==> src/rtl/serial_frame_pkg.sv <==
// Shared definitions for the serial frame transmitter and its future receiver.
// State encodings, default word width and a constant-evaluable clog2.
package serial_frame_pkg;

  localparam int unsigned DEFAULT_DATA_W = 8;

  localparam logic [2:0] IDLE   = 3'd0;
  localparam logic [2:0] START  = 3'd1;
  localparam logic [2:0] DATA   = 3'd2;
  localparam logic [2:0] PARITY = 3'd3;
  localparam logic [2:0] STOP   = 3'd4;

  typedef enum logic [2:0] {
    stIdle   = IDLE,
    stStart  = START,
    stData   = DATA,
    stParity = PARITY,
    stStop   = STOP
  } txState_t;

  // Ceiling log2; clog2(1) == 0.
  function automatic int unsigned clog2(input int unsigned value);
    int unsigned result;
    result = 0;
    for (int unsigned i = 0; i < 32; i++) begin
      if ((32'd1 << i) < value) result = i + 1;
    end
    return result;
  endfunction

endpackage

==> src/rtl/serial_frame_tx_shreg.sv <==
// Parallel-load right-shift register with data-bit counter for serial_frame_tx.
// lsb is the next bit to go on the line; lastBit flags the final data cycle.
module serial_frame_tx_shreg
  import serial_frame_pkg::*;
#(
  parameter int unsigned DATA_W = DEFAULT_DATA_W
) (
  input  logic              clk,
  input  logic              reset,
  input  logic              load,
  input  logic              shift,
  input  logic              count,
  input  logic [DATA_W-1:0] loadData,
  output logic              lsb,
  output logic              lastBit
);

  localparam int unsigned CNT_W = clog2(DATA_W) + 1;

  logic [DATA_W-1:0] shreg;
  logic [CNT_W-1:0]  bitCount;

  // Load restarts the count; shift and count are independent enables.
  always_ff @(posedge clk) begin
    if (reset) begin
      shreg    <= '0;
      bitCount <= '0;
    end else if (load) begin
      shreg    <= loadData;
      bitCount <= '0;
    end else begin
      if (shift) shreg <= shreg >> 1;
      if (count) bitCount <= bitCount + CNT_W'(1);
    end
  end

  assign lsb     = shreg[0];
  assign lastBit = (bitCount == CNT_W'(DATA_W - 1));

endmodule

==> src/rtl/serial_frame_tx.sv <==
// Framed bit-serial transmitter: start bit, DATA_W bits LSB-first, optional
// even parity (define SERIAL_TX_PARITY_EN), stop bit. Outputs are registered.
module serial_frame_tx
  import serial_frame_pkg::*;
#(
  parameter int unsigned DATA_W     = DEFAULT_DATA_W,
  parameter logic        IDLE_LEVEL = 1'b1
) (
  input  logic              clk,
  input  logic              reset,
  input  logic [DATA_W-1:0] inputData,
  input  logic              inputValid,
  output logic              outputReady,
  output logic              outputSerial,
  output logic              outputStrobe,
  output logic              outputBusy,
  output logic              outputFrameDone
);

  txState_t state, stateNext;

  logic accept;
  logic load, shift, count;
  logic lsb, lastBit;
  logic serialNext, readyNext, strobeNext, busyNext, doneNext;

  assign accept = inputValid && outputReady;

  serial_frame_tx_shreg #(.DATA_W(DATA_W)) uShreg (
    .clk      (clk),
    .reset    (reset),
    .load     (load),
    .shift    (shift),
    .count    (count),
    .loadData (inputData),
    .lsb      (lsb),
    .lastBit  (lastBit)
  );

`ifdef SERIAL_TX_PARITY_EN
  logic parityBit;

  // Even parity captured with the word so later input changes cannot leak in.
  always_ff @(posedge clk) begin
    if (reset)     parityBit <= 1'b0;
    else if (load) parityBit <= ^inputData;
  end
`endif

  always_ff @(posedge clk) begin
    if (reset) begin
      state           <= stIdle;
      outputSerial    <= IDLE_LEVEL;
      outputReady     <= 1'b1;
      outputStrobe    <= 1'b0;
      outputBusy      <= 1'b0;
      outputFrameDone <= 1'b0;
    end else begin
      state           <= stateNext;
      outputSerial    <= serialNext;
      outputReady     <= readyNext;
      outputStrobe    <= strobeNext;
      outputBusy      <= busyNext;
      outputFrameDone <= doneNext;
    end
  end

  // Next state plus outputs decoded from the state being entered.
  always_comb begin
    stateNext  = state;
    load       = 1'b0;
    shift      = 1'b0;
    count      = 1'b0;
    serialNext = IDLE_LEVEL;
    readyNext  = 1'b0;
    strobeNext = 1'b0;
    busyNext   = 1'b0;
    doneNext   = 1'b0;

    case (state)
      stIdle: begin
        if (accept) begin
          stateNext = stStart;
          load      = 1'b1;
        end
      end
      stStart: begin
        stateNext = stData;
        shift     = 1'b1;
      end
      stData: begin
        shift = 1'b1;
        count = 1'b1;
        if (lastBit) begin
`ifdef SERIAL_TX_PARITY_EN
          stateNext = stParity;
`else
          stateNext = stStop;
`endif
        end
      end
`ifdef SERIAL_TX_PARITY_EN
      stParity: stateNext = stStop;
`endif
      stStop: begin
        if (accept) begin
          stateNext = stStart;
          load      = 1'b1;
        end else begin
          stateNext = stIdle;
        end
      end
      default: stateNext = stIdle;
    endcase

    // lsb already holds the bit for the data cycle being entered.
    case (stateNext)
      stIdle: readyNext = 1'b1;
      stStart: begin
        serialNext = ~IDLE_LEVEL;
        busyNext   = 1'b1;
      end
      stData: begin
        serialNext = lsb;
        strobeNext = 1'b1;
        busyNext   = 1'b1;
      end
`ifdef SERIAL_TX_PARITY_EN
      stParity: begin
        serialNext = parityBit;
        busyNext   = 1'b1;
      end
`endif
      stStop: begin
        readyNext = 1'b1;
        busyNext  = 1'b1;
        doneNext  = 1'b1;
      end
      default: readyNext = 1'b1;
    endcase
  end

endmodule
==> config.mk <==
export PLATFORM = sky130hd
export DESIGN_NAME = serial_frame_tx
export DESIGN_NICKNAME = d
export VERILOG_FILES = /design/src/rtl/serial_frame_pkg.sv /design/src/rtl/serial_frame_tx_shreg.sv /design/src/rtl/serial_frame_tx.sv
export SDC_FILE = /design/constraint.sdc
export NUM_CORES = 1
export LEC_CHECK = 0
export BUFFER_PORTS_ARGS = -buffer_cell sky130_fd_sc_hd__buf_4
export CELL_PAD_IN_SITES_DETAIL_PLACEMENT = 2
export CELL_PAD_IN_SITES_GLOBAL_PLACEMENT = 2
export CORE_UTILIZATION = 36
export DETAILED_ROUTE_END_ITERATION = 7
export PLACE_DENSITY = 0.77
export SLEW_MARGIN = 0
export SYNTH_ARGS = -nofsm -noshare
export SYNTH_HDL_FRONTEND = slang
export SYNTH_HIERARCHICAL = 1
export SYNTH_SLANG_ARGS = --single-unit
==> constraint.sdc <==
create_clock -name clk -period 2.71 [get_ports clk]
set_clock_uncertainty 0.1 [all_clocks]
set_input_delay 0.4065 -clock clk [delete_from_list [all_inputs] [get_ports clk]]
set_output_delay 0.4065 -clock clk [all_outputs]
set_load 0.005 [all_outputs]
==> results of run 1 <==
==> layer usage <==
metal | global-route usage (%) | routed length (µm)
met1 | 19.5 | 847
met2 | 27.0 | 860
met3 | 2.68 | 48
met4 | 12.2 | 53
met5 | 0 | 0
==> power by group <==
| group | internal [mW] | switching, mW | leakage, nW |
|---|---|---|---|
| Sequential | 0.321 | 0.0151 | 0.164 |
| Combinational | 0.0641 | 0.0559 | 0.205 |
| Clock | 0.0821 | 0.0993 | 0.0210 |
==> worst max path at each step <==
stage	start	to	slack (ns)
floorplan	uShreg/bitCount[0]$_SDFFE_PP0P_	outputSerial$_SDFF_PP1_	1.19
global placement	state[0]$_SDFF_PP0_	uShreg/shreg[4]$_SDFFE_PP0P_	1.03
detailed placement	state[0]$_SDFF_PP0_	uShreg/shreg[5]$_SDFFE_PP0P_	0.97
CTS	state[0]$_SDFF_PP0_	uShreg/shreg[5]$_SDFFE_PP0P_	0.93
global route	state[0]$_SDFF_PP0_	uShreg/shreg[2]$_SDFFE_PP0P_	0.72
finish	state[0]$_SDFF_PP0_	uShreg/shreg[5]$_SDFFE_PP0P_	0.95
==> registers in the layout, indices dropped and copies added, names as in the netlist <==
name and count:
outputReady 1, outputBusy 1, state 3, outputStrobe 1, uShreg/bitCount 4, uShreg/shreg 8, outputFrameDone 1, outputSerial 1
==> cells in the mapped netlist (all sizes together) (2+ instances only) <==
library cell	instances
nor4b	3
nand2b	2
a21oi	3
buf	3
dfxtp	20
nor2b	8
or2	2
a211oi	7
nor3b	2
nor3	4
nor2	3
mux2i	8
==> kinds of logic (layout without fill, tap and decap cells) <==
group	after synthesis	after routing	synth area share [%]
compound gates	14	14	12.3
xor+xnor	1	1	1.00
fa+ha+maj	1	1	1.43
buf+inv	5	20	4.14
flops	20	20	45.7
mux	9	9	10.4
simple gates	30	30	25.0
==> per-stage QoR <==
stage | util [%] | hold WS [ns] | instance area, µm² | std cells
3_3_place_gp | 44.0 | 0.375 | 991 | 119
3_5_place_dp | 44.0 | 0.369 | 991 | 119
4_1_cts | 45.6 | 0.233 | 1030 | 123
5_1_grt | 45.6 | 0.246 | 1030 | 123
6_report | 45.6 | 0.243 | 1030 | 123
2_1_floorplan | - | 0.335 | 876 | 80
==> final cells by class <==
type / count / area, µm²
clock buffers: 4 / 36.3
fillers: 263 / 1230
inverters: 1 / 3.75
multi-input cells: 55 / 439
flip-flops and latches: 20 / 400
well taps: 28 / 35.0
repair buffers: 15 / 113
==> critical path: cells and delay by family, from the launching register on <==
family / cells / cell delay (ns)
flops: 1 / 0.38
simple gates: 1 / 0.23
mux: 1 / 0.18
compound gates: 2 / 0.80
==> implementation parameters, run 1 <==
Parameter                              Value

Placed design
  DP Wirelength ... ~1300 µm
  Setup slack at placement ... 0.967 ns
  Buffers added on ports ... 15
  Placer congestion estimate ... between 0.6 and 0.7

Floorplanning
  Die Width ... about 51 µm
  Number of I/O pins ... 16
  Total number of placement rows ... 17
  Die area ... between 2000 and 3000 µm²
  Area of the core ... between 2000 and 2500 µm²
  Vertical extent of the die ... between 50 and 60 µm
  Starting density of the core ... around 39%

Timing
  Worst-margin pin slew ... 0.625 ns
  Achievable frequency ... about 570 MHz
  Final worst setup slack ... around 0.95 ns
  Unrepaired setup endpoints after global routing ... no
  Count of final max-slew check failures ... 0
  Final Hold Violating Endpoints ... 0
  Setup TNS after final layout ... 0 ns
  Final worst path period share ... between 60% and 70%
  Relative slew margins ... slightly below 60%
  Finish-stage setup viols ... 0
  Min Tclk post-route ... ~1.8 ns

Synth
  Fraction of synthesized cell area taken by the top area cell type ... 45.7%
  Share of flip-flops with an asynchronous set or reset after synthesis ... 0%
  Synthesized net count ... 92
  Number of enable flip-flop cells after synthesis ... 0
  Synth Instances ... 80
  Sequential fraction of the synthesis area ... between 40% and 50%
  Synthesized flop and latch total ... 20
  Synth Flop Type ... sky130_fd_sc_hd__dfxtp_1
  Distinct cell type count of the synthesized netlist ... 32
  Warnings from Yosys ... 6
  Combined area of all synthesized cells ... approximately 900 µm²
  Synthesized area per cell ... around 11 µm²
  Cells taking the most area after synthesis ... sky130_fd_sc_hd__dfxtp_1 (46%), sky130_fd_sc_hd__mux2i_1 (9.1%), sky130_fd_sc_hd__a211oi_1 (6.0%)
  Most area-hungry cell type in the Yosys netlist ... sky130_fd_sc_hd__dfxtp_1

Drt
  Drt wl/cell ... between 10 and 15 µm
  Post-DRT Antenna Nets ... 0
  Pre-Repair DR Iteration Count ... 2
  Iter 0 DRT Violations ... 1
  Aggregate routed wire length ... ~1800 µm
  Count of vias placed by the detailed router ... 649
  Residual DRC count ... 0
  Average vias per placed instance ... about 5.3

Power and ir drop
  Pwr Density ... 620 nW/µm²
  Total chip power ... roughly 0.64 mW
  Largest voltage drop on the vdd net ... between 300 and 400 µV
  Static Leak ... ~0.39 nW

Setup path
  Crit path kind ... flip-flop to flip-flop
  Crit Reg-Reg Endpoint ... uShreg/shreg[5]$_SDFFE_PP0P_
  Slowest stage cell on the critical path ... sky130_fd_sc_hd__a21oi_2
  Worst Reg2Reg Path Length in Cells ... 4
  Arrival time at the worst endpoint ... approximately 1.9 ns
  Slack of the worst reg-to-reg path ... roughly 0.95 ns
  CP Max Fanout ... 10
  Source of the worst register-to-register timing path ... state[0]$_SDFF_PP0_
  Critical path endpoint category ... flip-flop
  Category of the worst setup path launch point ... flip-flop
  Delay of the slowest cell on the worst path ... 0.55 ns
  CP cell instances ... nand2b_1, a21oi_2, mux2i_1, a211oi_1
  Crit path required time ... between 2 and 3 ns

Global routing
  Antenna violations before repair ... 0
  Wire length of the first global-routing pass ... ~3000 µm
  Total GRT Usage ... ~17%
  Grt ovf ... 0
  Vias in the first global route ... just under 700
  Pin count of the biggest net entering global routing ... 20

Clock network
  Clock tree from TritonCTS ... built
  Total setup buffers inserted after CTS ... 0
  CTS Root Cell ... sky130_fd_sc_hd__clkbuf_4
  Insertion delay to the later sink of the worst-skew pair ... between 0.3 and 0.4 ns
  CTS clock-pin slew for the worst setup and hold paths ... about 0.12 ns
  Largest buffer count on any clock path ... 2
  TritonCTS Sinks ... 20
  Hold buffer count at cts ... 0
  CTS Buf Count ... 3
  # H-tree levels ... 1
  Post-cts resize count ... 0

Worst hold path
  Kind of path behind the tightest hold check ... primary input to flip-flop
  Critical hold path startpoint ... inputData[7]
  Endpoint with the worst hold slack ... uShreg/shreg[7]$_SDFFE_PP0P_
  Min-Delay Path Depth ... 3

Layout
  Ratio of cells with drive above 1 in the final layout ... about 28%
  Commonest cells after routing, fill and taps aside ... sky130_fd_sc_hd__dfxtp_1 (20), sky130_fd_sc_hd__buf_4 (15), sky130_fd_sc_hd__nor2b_1 (8), sky130_fd_sc_hd__mux2i_1 (8), sky130_fd_sc_hd__a211oi_1 (7)
  Net count reported at finish ... between 100 and 150
  Number of antenna repair diodes ... 0
  Area growth from synthesis to layout ... 17.3%
  Leading cell type in the layout, fill and taps excluded ... sky130_fd_sc_hd__dfxtp_1

Job
  Max-capacitance violation count ... 0

Outcome
  Status ... completed
(Power assumes the default switching activity.)
==> run 2, diff against run 1 <==
CORE_UTILIZATION = 30   (was 36)
PLACE_DENSITY = 0.68   (was 0.77)
clock period = 1.4 ns   (was 2.71 ns; I/O delays follow)
==> run 2 against run 1 <==
Net effect: the flow now finishes with violations (setup timing); register-to-register slack got worse by 1.0 ns; die area grew 19%; global-route usage fell by 0.28 points; cell area rose by 29%; largest cell class unchanged; highest routed layer unchanged; via count rose by 13%; total power grew 110%.
==> implementation parameters, run 2 (synthesized netlist as in run 1, its figures left out) <==
Parameter                              Value

Placed design
  DP Wirelength ... 1680 µm (+31%)
  Setup slack at placement ... -0.156 ns (-1.12 ns)
  Placer congestion estimate ... 0.702 (+4.9%)
  Placed Instance Area ... 1120 µm² (+13%)
  Buffers added on ports ... 15 (unchanged)

Floorplanning
  Total number of placement rows ... 19 (+2)
  Die Width ... 56.0 µm (+9.2%)
  Number of I/O pins ... 16 (unchanged)
  Area of the core ... 2760 µm² (+22%)
  Starting density of the core ... 31.8% (-7.1 points)
  Die area ... 3140 µm² (+19%)
  Vertical extent of the die ... 56.0 µm (+9.2%)

Global routing
  Grt ovf ... 0 (unchanged)
  Antenna violations before repair ... 0 (unchanged)
  Vias in the first global route ... 789 (+16%)
  Pin count of the biggest net entering global routing ... 20 (unchanged)
  Total GRT Usage ... 16.3% (-0.28 points)
  Wire length of the first global-routing pass ... 3800 µm (+24%)

Drt
  Residual DRC count ... 0 (unchanged)
  Iter 0 DRT Violations ... 6 (+5)
  Aggregate routed wire length ... 2530 µm (+40%)
  Post-DRT Antenna Nets ... 0 (unchanged)
  Pre-Repair DR Iteration Count ... 3 (+1)
  Average vias per placed instance ... 5.14 (-2.6%)
  Count of vias placed by the detailed router ... 735 (+13%)
  Drt wl/cell ... 17.7 µm (+20%)

Layout
  Area growth from synthesis to layout ... 50.7%
  Top register by number of flip-flops ... uShreg/shreg
  Commonest cells after routing, fill and taps aside ... sky130_fd_sc_hd__buf_4 (29), sky130_fd_sc_hd__dfxtp_1 (16), sky130_fd_sc_hd__nor2b_1 (7), sky130_fd_sc_hd__a211oi_2 (7), sky130_fd_sc_hd__mux2i_1 (4)
  Biggest registers after layout ... uShreg/shreg (8), uShreg/bitCount (4), state (3)
  Number of fillers in the final layout ... 279 (+6.1%)
  Net count reported at finish ... 126 (+17%)
  Leading cell type in the layout, fill and taps excluded ... sky130_fd_sc_hd__buf_4
  Fin area ... 1320 µm² (+29%)
  Number of antenna repair diodes ... 0 (unchanged)
  Flip-flop count of the largest register after layout ... 8 (unchanged)
  Ratio of cells with drive above 1 in the final layout ... 63.4% (+35 points)

Timing
  Worst Hold Slack ... 0.0681 ns (-0.175 ns)
  Min Tclk post-route ... 1.46 ns (-0.305 ns)
  Final worst setup slack ... -0.0575 ns (-1.01 ns)
  Final worst path period share ... 104% (+39 points)
  Relative slew margins ... 83.8% (+25 points)
  Setup TNS after final layout ... -0.116 ns (-0.116 ns)
  Count of final max-slew check failures ... 0 (unchanged)
  Unrepaired setup endpoints after global routing ... yes
  Worst-margin pin slew ... 0.239 ns (-0.385 ns)
  Final Hold Violating Endpoints ... 0 (unchanged)
  Achievable frequency ... 686 MHz (+21%)
  Finish-stage setup viols ... 3 (+3)

Job
  Max-capacitance violation count ... 0 (unchanged)

Outcome
  Violations in the final reports ... setup timing
  Status ... finished with violations

Setup path
  CP Max Fanout ... 2 (-8)
  Crit path required time ... 1.51 ns (-1.33 ns)
  Number of buffer and inverter instances along the worst setup path ... 0 (unchanged)
  Crit path kind ... flip-flop to flip-flop
  Critical path endpoint category ... flip-flop
  Arrival time at the worst endpoint ... 1.56 ns (-0.33 ns)
  Delay of the slowest cell on the worst path ... 0.35 ns (-0.20 ns)
  CP cell instances ... ha_4, and3b_2, nor4b_4, nor3_2, or2_1
  Slowest stage cell on the critical path ... sky130_fd_sc_hd__dfxtp_2
  Worst path top cell family by delay ... simple AND/OR/NAND/NOR gates
  Category of the worst setup path launch point ... flip-flop

Worst hold path
  Kind of path behind the tightest hold check ... primary input to flip-flop

Clock network
  Clock tree from TritonCTS ... built
  CTS Root Cell ... sky130_fd_sc_hd__clkbuf_4
  Insertion delay to the later sink of the worst-skew pair ... 0.31 ns (about the same)
  CTS clock-pin slew for the worst setup and hold paths ... 0.11 ns (about the same)
  CTS Buf Count ... 3 (unchanged)
  Largest buffer count on any clock path ... 2 (unchanged)
  TritonCTS Sinks ... 20 (unchanged)
  # H-tree levels ... 1 (unchanged)

Power and ir drop
  Static Leak ... 0.496 nW (+27%)
  Pwr Density ... 1010 nW/µm² (+63%)
  Largest voltage drop on the vdd net ... 640 µV (+87%)
-- run 2: changes by cell type in the layout (fill, tap and decap cells not counted), moves of 3 or more --
cell / previous run / this run
sky130_fd_sc_hd__a211oi_1: 7 / 0
sky130_fd_sc_hd__mux2i_2: 0 / 3
sky130_fd_sc_hd__a211oi_2: 0 / 7
sky130_fd_sc_hd__mux2i_1: 8 / 4
sky130_fd_sc_hd__dfxtp_1: 20 / 16
sky130_fd_sc_hd__buf_4: 15 / 29
-- run 2: worst paths after layout --
check        cells past startpoint                            start                      endpoint  slack, ns
min                              3                     inputData[7]  uShreg/shreg[7]$_SDFFE_PP0P_       0.07
max                              5  uShreg/bitCount[0]$_SDFFE_PP0P_        outputReady$_SDFF_PP1_      -0.06
min reg2reg                      1     uShreg/shreg[0]$_SDFFE_PP0P_       outputSerial$_SDFF_PP1_       0.41
max reg2reg                      5  uShreg/bitCount[0]$_SDFFE_PP0P_        outputReady$_SDFF_PP1_      -0.06
-- run 2: power by group --
part / leakage (nW) / switching [mW] / internal [mW]
clock network: 0.0138 / 0.183 / 0.101
registers: 0.166 / 0.0446 / 0.621
logic: 0.316 / 0.164 / 0.225
total: 0.496 / 0.392 / 0.947
-- run 2: metal layers --
layer	GRT usage [%]	wire length (µm)	vias to the layer above
li1	-	-	356
met4	7.32	55	0
met5	0	0	-
met2	29.1	1300	14
met3	2.33	67	6
met1	19.2	1100	359
-- run 2: cell type report --
class | count | area [µm²] | share of cell area [%]
Clock buffer | 3 | 22.5 | 1.71
Multi-Input combinational cell | 56 | 581 | 44.0
Sequential cell | 20 | 410 | 31.1
Timing Repair Buffer | 32 | 260 | 19.7
Tap cell | 31 | 38.8 | 2.94
Inverter | 1 | 7.51 | 0.569
-- run 2: worst min-delay path: cells and delay by family --
family	cells	cell delay (ns)
buf+inv	1	0.11
simple gates	1	0.07
compound gates	1	0.06
-- run 2: through the flow --
stage / instances / util (%) / power (mW)
3_3_place_gp: 135 / 40.6 / 0.947
2_1_floorplan: 80 / - / 0.830
5_1_grt: 143 / 47.9 / 1.41
4_1_cts: 139 / 43.2 / 1.26
3_5_place_dp: 135 / 40.6 / 0.964
6_report: 143 / 47.9 / 1.34
-- run 2: repair_timing --
| item | 4_1_cts | 5_1_grt |
|---|---|---|
| pin swaps | 6 | 4 |
| gates cloned | 0 | 1 |
| resized for setup | 10 | 20 |
| buffers inserted | 1 | 3 |
| endpoints found under the setup margin | 14 | 14 |
| hold buffers | 0 | 0 |
==> run 3, diff against run 2 <==
CORE_UTILIZATION = 29   (was 30)
PLACE_DENSITY = 0.69   (was 0.68)
SYNTH_HIERARCHICAL = not set   (was 1)
==> run 3 against run 2 <==
Net effect: the run still ends with setup timing left; fmax rose by 0.55%; cell area fell by 12%; sequential cell count did not move; via count rose by 8.7%; worst setup slack improved by 0.0079 ns; largest cell class unchanged; clock power rose by 23%; area after synthesis fell by 2.3%; die area rose by 1.1%; cell count rose by 0.70%; global-route usage rose by 2.3 points; critical path depth fell by 2.
==> implementation parameters, run 3 <==
Parameter                              Value

Setup path
  CP Max Fanout ... 6 (+4)
  Number of buffer and inverter instances along the worst setup path ... 0 (unchanged)
  Slack of the worst reg-to-reg path ... -0.05 ns (about the same)
  Arrival time at the worst endpoint ... 1.59 ns (+0.03 ns)
  Worst Reg2Reg Path Length in Cells ... 3 (-2)
  Delay of the slowest cell on the worst path ... 0.40 ns (+0.05 ns)
  CP cell instances ... or3b_1, or3_1, a211oi_2
  Source of the worst register-to-register timing path ... state[1]$_SDFF_PP0_
  Worst path top cell family by delay ... simple AND/OR/NAND/NOR gates
  Crit path required time ... 1.54 ns (+0.03 ns)
  Category of the worst setup path launch point ... flip-flop
  Slowest stage cell on the critical path ... sky130_fd_sc_hd__dfxtp_4
  Crit path kind ... flip-flop to flip-flop
  Crit Reg-Reg Endpoint ... uShreg.bitCount[3]$_SDFFE_PP0P_
  Critical path endpoint category ... flip-flop

Global routing
  Grt ovf ... 0 (unchanged)
  Vias in the first global route ... 828 (+4.9%)
  Total GRT Usage ... 18.6% (+2.3 points)
  Antenna violations before repair ... 0 (unchanged)
  Wire length of the first global-routing pass ... 4310 µm (+13%)
  Pin count of the biggest net entering global routing ... 21 (+5.0%)

Worst hold path
  Kind of path behind the tightest hold check ... primary input to flip-flop
  Min-Delay Path Depth ... 3 (unchanged)
  Endpoint with the worst hold slack ... uShreg.shreg[7]$_SDFFE_PP0P_
  Critical hold path startpoint ... inputData[7]

Floorplanning
  Starting density of the core ... 30.8% (-0.99 points)
  Die area ... 3170 µm² (+1.1%)
  Die Width ... 56.3 µm (+0.53%)
  Area of the core ... 2780 µm² (+0.86%)
  Vertical extent of the die ... 56.3 µm (+0.53%)
  Number of I/O pins ... 16 (unchanged)
  Total number of placement rows ... 19 (unchanged)

Placed design
  Buffers added on ports ... 15 (unchanged)
  Placed Instance Area ... 1080 µm² (-3.4%)
  DP Wirelength ... 1770 µm (+5.4%)
  Placer congestion estimate ... 0.674 (-4.0%)
  Setup slack at placement ... -0.0880 ns (+0.0678 ns)
  Placed insts ... 140 (+3.7%)

Power and ir drop
  Pwr Density ... 1140 nW/µm² (+12%)
  Static Leak ... 0.440 nW (-11%)
  Total chip power ... 1.31 mW (-1.9%)
  Largest voltage drop on the vdd net ... 499 µV (-22%)

Clock network
  CTS Root Cell ... sky130_fd_sc_hd__clkbuf_4
  TritonCTS Sinks ... 20 (unchanged)
  Hold buffer count at cts ... 0 (unchanged)
  # H-tree levels ... 1 (unchanged)
  Clock tree from TritonCTS ... built
  Total setup buffers inserted after CTS ... 0 (-1)
  CTS Buf Count ... 3 (unchanged)
  Largest buffer count on any clock path ... 2 (unchanged)
  Insertion delay to the later sink of the worst-skew pair ... 0.32 ns (about the same)
  CTS clock-pin slew for the worst setup and hold paths ... 0.12 ns (about the same)

Timing
  Relative slew margins ... 77.8% (-6.0 points)
  Worst Hold Slack ... 0.0339 ns (-0.0341 ns)
  Setup TNS after final layout ... -0.119 ns (-0.00263 ns)
  Final worst setup slack ... -0.0495 ns (+0.00791 ns)
  Final Hold Violating Endpoints ... 0 (unchanged)
  Achievable frequency ... 690 MHz (+0.55%)
  Final worst path period share ... 104% (-0.57 points)
  Unrepaired setup endpoints after global routing ... yes
  Count of final max-slew check failures ... 0 (unchanged)
  Min Tclk post-route ... 1.45 ns (-0.00791 ns)
  Finish-stage setup viols ... 4 (+1)
  Worst-margin pin slew ... 0.329 ns (+0.0894 ns)

Layout
  Final core occ ... 41.6% (-6.3 points)
  Area growth from synthesis to layout ... 35.1%
  Net count reported at finish ... 126 (unchanged)
  Flip-flop count of the largest register after layout ... 8 (unchanged)
  Number of antenna repair diodes ... 0 (unchanged)
  Ratio of cells with drive above 1 in the final layout ... 34.5% (-29 points)
  Leading cell type in the layout, fill and taps excluded ... sky130_fd_sc_hd__buf_4
  Top register by number of flip-flops ... uShreg.shreg
  Fin area ... 1160 µm² (-12%)
  Biggest registers after layout ... uShreg.shreg (8), uShreg.bitCount (4), state (3)
  Commonest cells after routing, fill and taps aside ... sky130_fd_sc_hd__buf_4 (28), sky130_fd_sc_hd__dfxtp_1 (17), sky130_fd_sc_hd__a21oi_1 (8)
  Count of placed standard cells in the final layout, fillers left out ... 144 (+0.70%)

Drt
  Pre-Repair DR Iteration Count ... 4 (+1)
  Aggregate routed wire length ... 2560 µm (+1.3%)
  Count of vias placed by the detailed router ... 799 (+8.7%)
  Iter 0 DRT Violations ... 12 (+6)
  Post-DRT Antenna Nets ... 0 (unchanged)
  Residual DRC count ... 0 (unchanged)
  Average vias per placed instance ... 5.55 (+8.0%)
  Drt wl/cell ... 17.8 µm (+0.56%)

Synth
  Cells taking the most area after synthesis ... sky130_fd_sc_hd__dfxtp_1 (47%), sky130_fd_sc_hd__o211ai_1 (6.1%), sky130_fd_sc_hd__a32oi_1 (6.1%)
  Synthesized area per cell ... 9.73 µm² (-11%)
  Number of enable flip-flop cells after synthesis ... 0 (unchanged)
  Synthesized net count ... 100 (+8.7%)
  Combined area of all synthesized cells ... 856 µm² (-2.3%)
  Fraction of synthesized cell area taken by the top area cell type ... 46.8% (+1.1 points)
  Most area-hungry cell type in the Yosys netlist ... sky130_fd_sc_hd__dfxtp_1
  Warnings from Yosys ... 0 (-6)
  Sequential fraction of the synthesis area ... 46.8% (+1.1 points)
  Synth Instances ... 88 (+10%)
  Cell with the most instances after synthesis ... sky130_fd_sc_hd__dfxtp_1
  Share of flip-flops with an asynchronous set or reset after synthesis ... 0% (unchanged)
  Synthesized flop and latch total ... 20 (unchanged)
  Commonest cells in the synthesized netlist ... sky130_fd_sc_hd__dfxtp_1 (20), sky130_fd_sc_hd__a21oi_1 (8), sky130_fd_sc_hd__o211ai_1 (7), sky130_fd_sc_hd__a32oi_1 (6), sky130_fd_sc_hd__nor3_1 (6)
  Synth Flop Type ... sky130_fd_sc_hd__dfxtp_1
  Distinct cell type count of the synthesized netlist ... 30 (-6.3%)

Job
  Max-capacitance violation count ... 0 (unchanged)

Outcome
  Violations in the final reports ... setup timing
  Status ... finished with violations
[run 3: changes by cell type in the layout (fill, tap and decap cells not counted), sizes merged, moves of 3 or more]
| cell | change |
|---|---|
| a32oi | +6 |
| nor4b | -3 |
| a211oi | -4 |
| o211ai | +7 |
| mux2i | -7 |
| nor2b | -8 |
| a21oi | +5 |
| buf | -3 |
[run 3: final cells by class]
type	instances	area, µm²
fill	304	1630
timing repair buffer	29	221
clock buffer	4	36.3
tap	31	38.8
sequential	20	407
multi-input combinational	59	449
inverter	1	3.75
[run 3: worst register-to-register path: stages (launching register included)]
cell and delay, ns:
sky130_fd_sc_hd__dfxtp_4 0.40, sky130_fd_sc_hd__or3b_1 0.36, sky130_fd_sc_hd__or3_1 0.33, sky130_fd_sc_hd__a211oi_2 0.18
[run 3: how the worst max path moves through the flow]
stage | cells past startpoint | slack, ns | from | end
finish | 3 | -0.05 | state[1]$_SDFF_PP0_ | uShreg.bitCount[3]$_SDFFE_PP0P_
global route | 3 | -0.11 | state[1]$_SDFF_PP0_ | uShreg.bitCount[3]$_SDFFE_PP0P_
CTS | 3 | -0.06 | state[1]$_SDFF_PP0_ | uShreg.bitCount[3]$_SDFFE_PP0P_
detailed placement | 3 | -0.09 | state[1]$_SDFF_PP0_ | uShreg.bitCount[3]$_SDFFE_PP0P_
global placement | 3 | -0.02 | state[1]$_SDFF_PP0_ | uShreg.bitCount[3]$_SDFFE_PP0P_
floorplan | 5 | -0.17 | state[0]$_SDFF_PP0_ | uShreg.bitCount[3]$_SDFFE_PP0P_
[run 3: cells by family (layout without fill, tap and decap cells)]
kind of cell,Yosys count,count (layout),synth area share (%)
fa+ha+maj,1,1,1.46
compound gates,29,29,24.6
mux,1,1,1.17
xor+xnor,4,4,4.09
flops,20,20,46.8
buf+inv,9,34,4.82
simple gates,24,24,17.1
[run 3: power by group]
part	leakage (nW)	total, mW	internal [mW]	switching, mW
sequential	0.164	0.652	0.617	0.0351
combinational	0.254	0.312	0.166	0.147
clock	0.0210	0.349	0.159	0.190
total	0.440	1.31	0.943	0.372
[run 3: per-layer routing]
| layer | up-vias | track usage, % | routed length [µm] |
|---|---|---|---|
| met4 | 0 | 10.5 | 72 |
| met2 | 19 | 27.6 | 1160 |
| li1 | 388 | - | - |
| met1 | 384 | 25.0 | 1230 |
| met3 | 8 | 3.92 | 94 |
| met5 | - | 0 | 0 |
[run 3: repair_timing]
| action | in CTS | in global routing |
|---|---|---|
| pin swaps | 0 | 0 |
| resized for setup | 7 | 2 |
| setup endpoints to repair | 11 | 13 |
